$ cat config.mk
export PLATFORM = sky130hd
export DESIGN_NAME = updi_instr_engine
export DESIGN_NICKNAME = d
export VERILOG_FILES = /design/src/rtl/updi_instr_engine.sv
export SDC_FILE = /design/constraint.sdc
export NUM_CORES = 1
export LEC_CHECK = 0
export ABC_AREA = 1
export CAP_MARGIN = 20
export CORE_MARGIN = 2
export CORE_UTILIZATION = 58
export DETAILED_ROUTE_END_ITERATION = 7
export GPL_ROUTABILITY_DRIVEN = 0
export PLACE_DENSITY = 0.86
export SYNTH_ARGS = -nofsm -noshare
export SYNTH_HDL_FRONTEND = slang
export SYNTH_SLANG_ARGS = --single-unit
$ cat constraint.sdc
create_clock -name clk -period 5.6 [get_ports clk]
set_clock_uncertainty 0.2 [all_clocks]
set_input_delay 0.56 -clock clk [delete_from_list [all_inputs] [get_ports clk]]
set_output_delay 0.56 -clock clk [all_outputs]
set_load 0.1 [all_outputs]
$ cat src/rtl/updi_instr_engine.sv
// UPDI instruction engine: runs LDCS/STCS/BREAK command sequences over a PHY byte FIFO pair,
// checks the single-wire echo of every sent byte and returns one response per command.
module updi_instr_engine #(
  parameter int TIMEOUT_CLK = 100000
) (
  input  logic       clk,
  input  logic       rst,
  input  logic       cmd_valid,
  output logic       cmd_ready,
  input  logic [1:0] cmd_op,
  input  logic [3:0] cmd_addr,
  input  logic [7:0] cmd_data,
  output logic       rsp_valid,
  input  logic       rsp_ready,
  output logic [7:0] rsp_data,
  output logic [1:0] rsp_err,
  output logic [7:0] tx_fifo_data,
  output logic       tx_fifo_wr_en,
  input  logic       tx_fifo_full,
  input  logic [7:0] rx_fifo_data,
  output logic       rx_fifo_rd_en,
  input  logic       rx_fifo_empty,
  input  logic       rx_error,
  output logic       double_break_start,
  input  logic       double_break_done
);

  localparam int CNT_W = $clog2(TIMEOUT_CLK + 1);

  typedef enum logic [2:0] {
    S_IDLE,
    S_BREAK_WAIT,
    S_DRAIN,
    S_TX,
    S_ECHO,
    S_RESP,
    S_DONE
  } state_t;

  typedef enum logic [1:0] {
    OP_LDCS  = 2'd0,
    OP_STCS  = 2'd1,
    OP_BREAK = 2'd2,
    OP_RSVD  = 2'd3
  } op_t;

  localparam logic [1:0] ERR_OK      = 2'd0;
  localparam logic [1:0] ERR_ECHO    = 2'd1;
  localparam logic [1:0] ERR_TIMEOUT = 2'd2;
  localparam logic [1:0] ERR_RX      = 2'd3;

  state_t           state;
  op_t              op_q;
  logic [3:0]       addr_q;
  logic [7:0]       data_q;
  logic [1:0]       idx;
  logic [CNT_W-1:0] cnt;

  logic [7:0] sent_byte;
  logic [1:0] last_idx;
  logic       timeout_hit;

  // The same byte table drives the TX FIFO and is the reference for the echo compare.
  // NOTE: every variable assigned in always_comb gets a value on every path; a missing
  // default here would infer a latch.
  always_comb begin
    sent_byte = 8'h55;
    case (idx)
      2'd0:    sent_byte = 8'h55;
      2'd1:    sent_byte = (op_q == OP_LDCS) ? {4'h8, addr_q} : {4'hC, addr_q};
      default: sent_byte = data_q;
    endcase
  end

  assign last_idx    = (op_q == OP_LDCS) ? 2'd1 : 2'd2;
  assign timeout_hit = rx_fifo_empty && (cnt == CNT_W'(TIMEOUT_CLK - 1));

  // FIFO strobes must react to full/empty in the same cycle, so they are decoded from state.
  assign cmd_ready     = (state == S_IDLE);
  assign tx_fifo_data  = (state == S_TX) ? sent_byte : 8'h00;
  assign tx_fifo_wr_en = (state == S_TX) && !tx_fifo_full;
  assign rx_fifo_rd_en = (((state == S_ECHO) || (state == S_RESP)) && !rx_fifo_empty && !rx_error)
                       || ((state == S_DRAIN) && !rx_fifo_empty);

  // NOTE: sequential state uses non-blocking assignments only, so every register in this
  // block samples the pre-edge values of the others.
  always_ff @(posedge clk) begin
    if (rst) begin
      state              <= S_IDLE;
      op_q               <= OP_LDCS;
      addr_q             <= 4'h0;
      data_q             <= 8'h00;
      idx                <= 2'd0;
      cnt                <= '0;
      rsp_valid          <= 1'b0;
      rsp_data           <= 8'h00;
      rsp_err            <= ERR_OK;
      double_break_start <= 1'b0;
    end else begin
      double_break_start <= 1'b0;
      case (state)
        S_IDLE: begin
          if (cmd_valid) begin
            op_q     <= op_t'(cmd_op);
            addr_q   <= cmd_addr;
            data_q   <= cmd_data;
            idx      <= 2'd0;
            cnt      <= '0;
            rsp_data <= 8'h00;
            rsp_err  <= ERR_OK;
            case (op_t'(cmd_op))
              OP_LDCS, OP_STCS: state <= S_TX;
              OP_BREAK: begin
                double_break_start <= 1'b1;
                state              <= S_BREAK_WAIT;
              end
              default: begin
                rsp_err   <= ERR_RX;
                rsp_valid <= 1'b1;
                state     <= S_DONE;
              end
            endcase
          end
        end

        // The PHY owns the break timing, so there is no timeout on this wait.
        S_BREAK_WAIT: begin
          if (double_break_done) state <= S_DRAIN;
        end

        // Line garbage after a break is discarded regardless of rx_error.
        S_DRAIN: begin
          if (rx_fifo_empty) begin
            rsp_err   <= ERR_OK;
            rsp_valid <= 1'b1;
            state     <= S_DONE;
          end
        end

        S_TX: begin
          if (!tx_fifo_full) begin
            if (idx == last_idx) begin
              idx   <= 2'd0;
              cnt   <= '0;
              state <= S_ECHO;
            end else begin
              idx <= idx + 2'd1;
            end
          end
        end

        S_ECHO: begin
          if (rx_error) begin
            rsp_err   <= ERR_RX;
            rsp_valid <= 1'b1;
            state     <= S_DONE;
          end else if (!rx_fifo_empty) begin
            cnt <= '0;
            if (rx_fifo_data != sent_byte) begin
              rsp_err   <= ERR_ECHO;
              rsp_valid <= 1'b1;
              state     <= S_DONE;
            end else if (idx == last_idx) begin
              if (op_q == OP_LDCS) begin
                state <= S_RESP;
              end else begin
                rsp_err   <= ERR_OK;
                rsp_valid <= 1'b1;
                state     <= S_DONE;
              end
            end else begin
              idx <= idx + 2'd1;
            end
          end else if (timeout_hit) begin
            rsp_err   <= ERR_TIMEOUT;
            rsp_valid <= 1'b1;
            state     <= S_DONE;
          end else begin
            cnt <= cnt + 1'b1;
          end
        end

        S_RESP: begin
          if (rx_error) begin
            rsp_err   <= ERR_RX;
            rsp_valid <= 1'b1;
            state     <= S_DONE;
          end else if (!rx_fifo_empty) begin
            cnt       <= '0;
            rsp_data  <= rx_fifo_data;
            rsp_err   <= ERR_OK;
            rsp_valid <= 1'b1;
            state     <= S_DONE;
          end else if (timeout_hit) begin
            rsp_err   <= ERR_TIMEOUT;
            rsp_valid <= 1'b1;
            state     <= S_DONE;
          end else begin
            cnt <= cnt + 1'b1;
          end
        end

        // Response held stable; IDLE (and cmd_ready) only follows the handshake edge.
        S_DONE: begin
          if (rsp_ready) begin
            rsp_valid <= 1'b0;
            rsp_data  <= 8'h00;
            rsp_err   <= ERR_OK;
            state     <= S_IDLE;
          end
        end

        default: state <= S_IDLE;
      endcase
    end
  end

endmodule

### Yosys cells after proc, flatten, opt, wreduce, memory -nomap -nowiden

Cells that the tools add are included.

| word-level totals | value |
|---|---|
| flip-flop bits (word level) | 48 |
| bits of input ports | 30 |

| operators by class | value |
|---|---|
| add/sub/neg operators | 2 |
| multiplexer cells | 67 |
| bitwise operators | 2 |
| reductions and logical operators | 29 |
| equality and inequality tests | 29 |

Operator list:

| operator | count |
|---|---|
| $mux W17 | 6 |
| $pmux W17 S3 | 1 |
| $mux W2 | 21 |
| $mux W8 | 5 |
| $mux W3 | 13 |
| $ne A2 B2 Y1 const B | 13 |
| $pmux W8 S3 | 1 |
| $pmux W3 S7 | 1 |
| $reduce_and A7 Y1 | 3 |
| $add A17 B1 Y17 const B | 1 |
| $eq A17 B17 Y1 const B | 1 |
| $pmux W8 S2 | 1 |
| $mux W1 | 13 |
| $reduce_and A6 Y1 | 2 |
| $pmux W2 S5 | 1 |
| $eq A3 B3 Y1 const B | 3 |
| $reduce_bool A3 Y1 | 3 |
| $ne A8 B8 Y1 | 1 |
| $mux W7 | 1 |
| $eq A3 B2 Y1 const B | 2 |
| $logic_not A2 Y1 | 3 |
| $pmux W2 S3 | 1 |
| $pmux W3 S2 | 1 |
| $reduce_or A3 Y1 | 2 |
| other kinds (19) | 29 |

### Depth between registers and ports, before layout

| logic depth | value |
|---|---|
| depth after elaboration | 8 |
| gate-level depth with buffers | 16 |

### Worst setup path after synthesis

Ideal clock, no wire load.

| timing | value |
|---|---|
| path kind | input port to output port |
| start point | input rx_fifo_empty |
| end point | output rx_fifo_rd_en |
| setup slack | 1792 ps |
| stages on the path | 4 |
| data arrival time | 3048 ps |
| required time | 4840 ps |
| path through | buf_2 > nor2_2 > inv_2 > o21ai_0 |

| on the way | value |
|---|---|
| word-level cells in the longest chain between the ends | 4 |
| elaborated cells between the ends (all ways) | 5 |
| classes of those cells | reduce/logical (5) |

RTL lines:

| what | RTL line | source |
|---|---|---|
| from (decl) | 22 | `input logic rx_fifo_empty,` |
| $logic_not A1 Y1 (*) | -- |  |
| $logic_and A1 B1 Y1 (2 in series) | 82 | `assign rx_fifo_rd_en = (((state == S_ECHO) \|\| (state == S_RESP)) && !rx_fifo_empty && !rx_error)` |
| $logic_or A1 B1 Y1 (*) | 83 | `\|\| ((state == S_DRAIN) && !rx_fifo_empty);` |
| to (decl) | 21 | `output logic rx_fifo_rd_en,` |

Every way passes the cells marked *; elsewhere a longest branch is shown, timed or not.

### Worst setup path after layout

Ends and elaborated chain as after synthesis.

==> impl_metrics.env <==
export IMPL_min_path_type="flip-flop to flip-flop"
export IMPL_drc=0
export IMPL_num_nets_final=575
export IMPL_synthFlopType="dfxtp_1"
export IMPL_yosysSeqAreaShare_pct=31.1
export IMPL_placedCellCount=604
export IMPL_p_leak_nw=1.51
export IMPL_avgSynthCellArea_um2=6.25
export IMPL_ioPinCount=53
export IMPL_viasPerCell=5.59
export IMPL_antenna_found_initial=0
export IMPL_wirelength_um=8170
export IMPL_synth_edff_count=0
export IMPL_final_max_slew_viol_count=0
export IMPL_share_comb_of_total_power_pct=56.1
export IMPL_hold_violations=0
export IMPL_start_kind="primary input"
export IMPL_stdcell_count=612
export IMPL_vias=3423
export IMPL_crit_path_end_kind="primary output"
export IMPL_synthArstFlopShare_pct=0
export IMPL_area_delta_synth_final_pct=21.3
export IMPL_grt_max_degree=32
export IMPL_layout_commonest_cell="nand2_1"
export IMPL_ir_worst_vdd_uv=316
export IMPL_netlist_instances=494
export IMPL_grt_pass1_vias=3193
export IMPL_grt_total_usage_pct=28.8
export IMPL_path_cells="clkdlybuf4s50_1, nor2_2, inv_2, o21ai_0, clkdlybuf4s50_1"
export IMPL_cap_violations=0
export IMPL_ctsLongestPathBuffers=2
export IMPL_fp_coreArea_um2=5140
export IMPL_cts_root_buf="clkbuf_8"
export IMPL_row_count=26
export IMPL_clock_sinks=48
export IMPL_cp_arrival_ns=2.84
export IMPL_syn_cell_area_um2=3090
export IMPL_crit_top_cell="clkdlybuf4s50_1"
export IMPL_dieArea_um2=5930
export IMPL_status="finished, final reports clean"
export IMPL_drtAntennaViolNets=0
export IMPL_cts_tree="yes"
export IMPL_io_buffer_count=52
export IMPL_reg2reg_slack_ns=3.00
export IMPL_intPower_uw=794
export IMPL_drtPass1Iterations=6
export IMPL_min_period_ns=3.60
export IMPL_seqPwrFrac_pct=27.4
export IMPL_final_setup_tns_ns=0
export IMPL_total_power_mw=1.63
export IMPL_critical_path_required_ns=4.84
export IMPL_nFillCells=476
export IMPL_dpl_cell_area_um2=3620
export IMPL_ctsHoldBuffers=0
export IMPL_fin_area_um2=3750
export IMPL_yosysWarnings=0
export IMPL_gr_total_overflow=0
export IMPL_preCtsSetupSlack_ns=2.01
export IMPL_syn_nets=528
export IMPL_initial_core_util_pct=60.1
export IMPL_switching_share_pct=51.4
export IMPL_max_freq_mhz=278
export IMPL_setup_violations=0
export IMPL_clk_latency_ns=0.31
export IMPL_cts_buffers=5
export IMPL_drt_initial_drc_count=329
export IMPL_wl_per_cell_um=13.3
export IMPL_cts_setup_buffers=0
export IMPL_layout_common_cells="nand2_1, nor2_1, clkdlybuf4s50_1"
export IMPL_cp_slowest_cell="clkdlybuf4s50_1"
export IMPL_grt_pass1_wl_um=14000
export IMPL_tightest_slew_ns=0.976
export IMPL_clockPowerShare_pct=16.5
export IMPL_cts_clk_slew_worst_paths_ns=0.08
export IMPL_fin_crit_sh_pct=64.3
export IMPL_cts_resized=0
export IMPL_ys_ff_latch=48
export IMPL_power_density_nw_per_um2=436
export IMPL_slew_headroom_pct=34.8
export IMPL_die_h_um=77.0
export IMPL_cpPeakStageDelay_ns=1.16
export IMPL_diodes=0
export IMPL_dpl_hpwl_um=6130
export IMPL_rsz0062_at_grt="no"
export IMPL_die_w_um=77.0
export IMPL_finalWorstSetupSlack_ns=2.00
export IMPL_switchingPower_uw=839
export IMPL_path_max_fanout=8
export IMPL_synth_distinct_cells=39
export IMPL_drive_gt1_share_pct=7.38
export IMPL_htree_levels=2
export IMPL_critical_path_class="primary input to primary output"
## path summary, 6_finish.rpt
kind / start / depth (start not counted) / to
hold reg to reg: rsp_data[2]$_SDFFE_PP0P_ / 2 / rsp_data[2]$_SDFFE_PP0P_
setup reg to reg: state[0]$_SDFFE_PP0P_ / 9 / cnt[6]$_SDFFE_PP0P_
hold / removal: rsp_data[2]$_SDFFE_PP0P_ / 2 / rsp_data[2]$_SDFFE_PP0P_
setup / recovery: rx_fifo_empty / 5 / rx_fifo_rd_en
## flip-flops by register name (all words and copies together), names as in the netlist
signal              count
addr_q                  4
cnt                    17
data_q                  8
double_break_start      1
idx                     2
op_q                    2
rsp_data                8
rsp_err                 2
rsp_valid               1
state                   3
## metrics by stage
stage / hold slack (ns) / utilization [%]
global placement: 0.251 / 70.5
floorplan: 0.229 / -
global route: 0.300 / 72.9
CTS: 0.270 / 72.9
finish: 0.265 / 72.9
detailed placement: 0.258 / 70.5
## final cells by class
cell class | count | area (µm²) | share of cell area, %
clock buffers | 6 | 82.6 | 2.20
clock inverters | 2 | 38.8 | 1.04
inverters | 58 | 218 | 5.81
multi-input cells | 375 | 1830 | 48.9
flip-flops and latches | 48 | 961 | 25.7
well taps | 70 | 87.6 | 2.34
repair buffers | 53 | 528 | 14.1
## cells in the mapped netlist, types with 6 or more instances
master / count / area (µm²)
a21oi_1: 39 / 195
dfxtp_1: 48 / 961
inv_1: 46 / 173
inv_2: 11 / 41.3
nand2_1: 131 / 492
nand3_1: 51 / 255
nand4_1: 6 / 37.5
nor2_1: 62 / 233
nor2_2: 6 / 37.5
nor3_1: 12 / 60.1
o21ai_0: 17 / 85.1
o21ai_1: 6 / 30.0
xor2_1: 6 / 52.6
## metal layers
metal / share of wire, % / global-route usage (%) / vias up
li1: - / - / 1697
met1: 41 / 35.1 / 1547
met2: 49 / 50.5 / 159
met3: 7.7 / 5.06 / 20
met4: 2.4 / 10.7 / 0
met5: 0 / 0 / -
## cells by family after synthesis
family                     after synthesis  share of synthesized area (%)
AOI/OAI and AO/OA                       75                           13.6
and+or+nand+nor                        290                           42.4
buffers and inverters                   71                           9.64
DFF                                     48                           31.1
xor gates and xnor gates                 6                           1.70
adders and majority gates                4                           1.62
## power groups by stage
stage,combinational [mW],clock [mW],sequential (mW)
2_1_floorplan,0.649,0,0.540
3_3_place_gp,0.885,0,0.452
3_5_place_dp,0.900,0,0.455
4_1_cts,0.905,0.271,0.447
5_1_grt,1.01,0.285,0.455
6_report,0.916,0.269,0.448
## critical path, delay by kind of cell
family | cells | cell delay, ns
AOI/OAI and AO/OA | 1 | 0.17
buffers and inverters | 3 | 1.84
and+or+nand+nor | 1 | 0.26
Note: power is estimated with default switching activity, not from simulation.
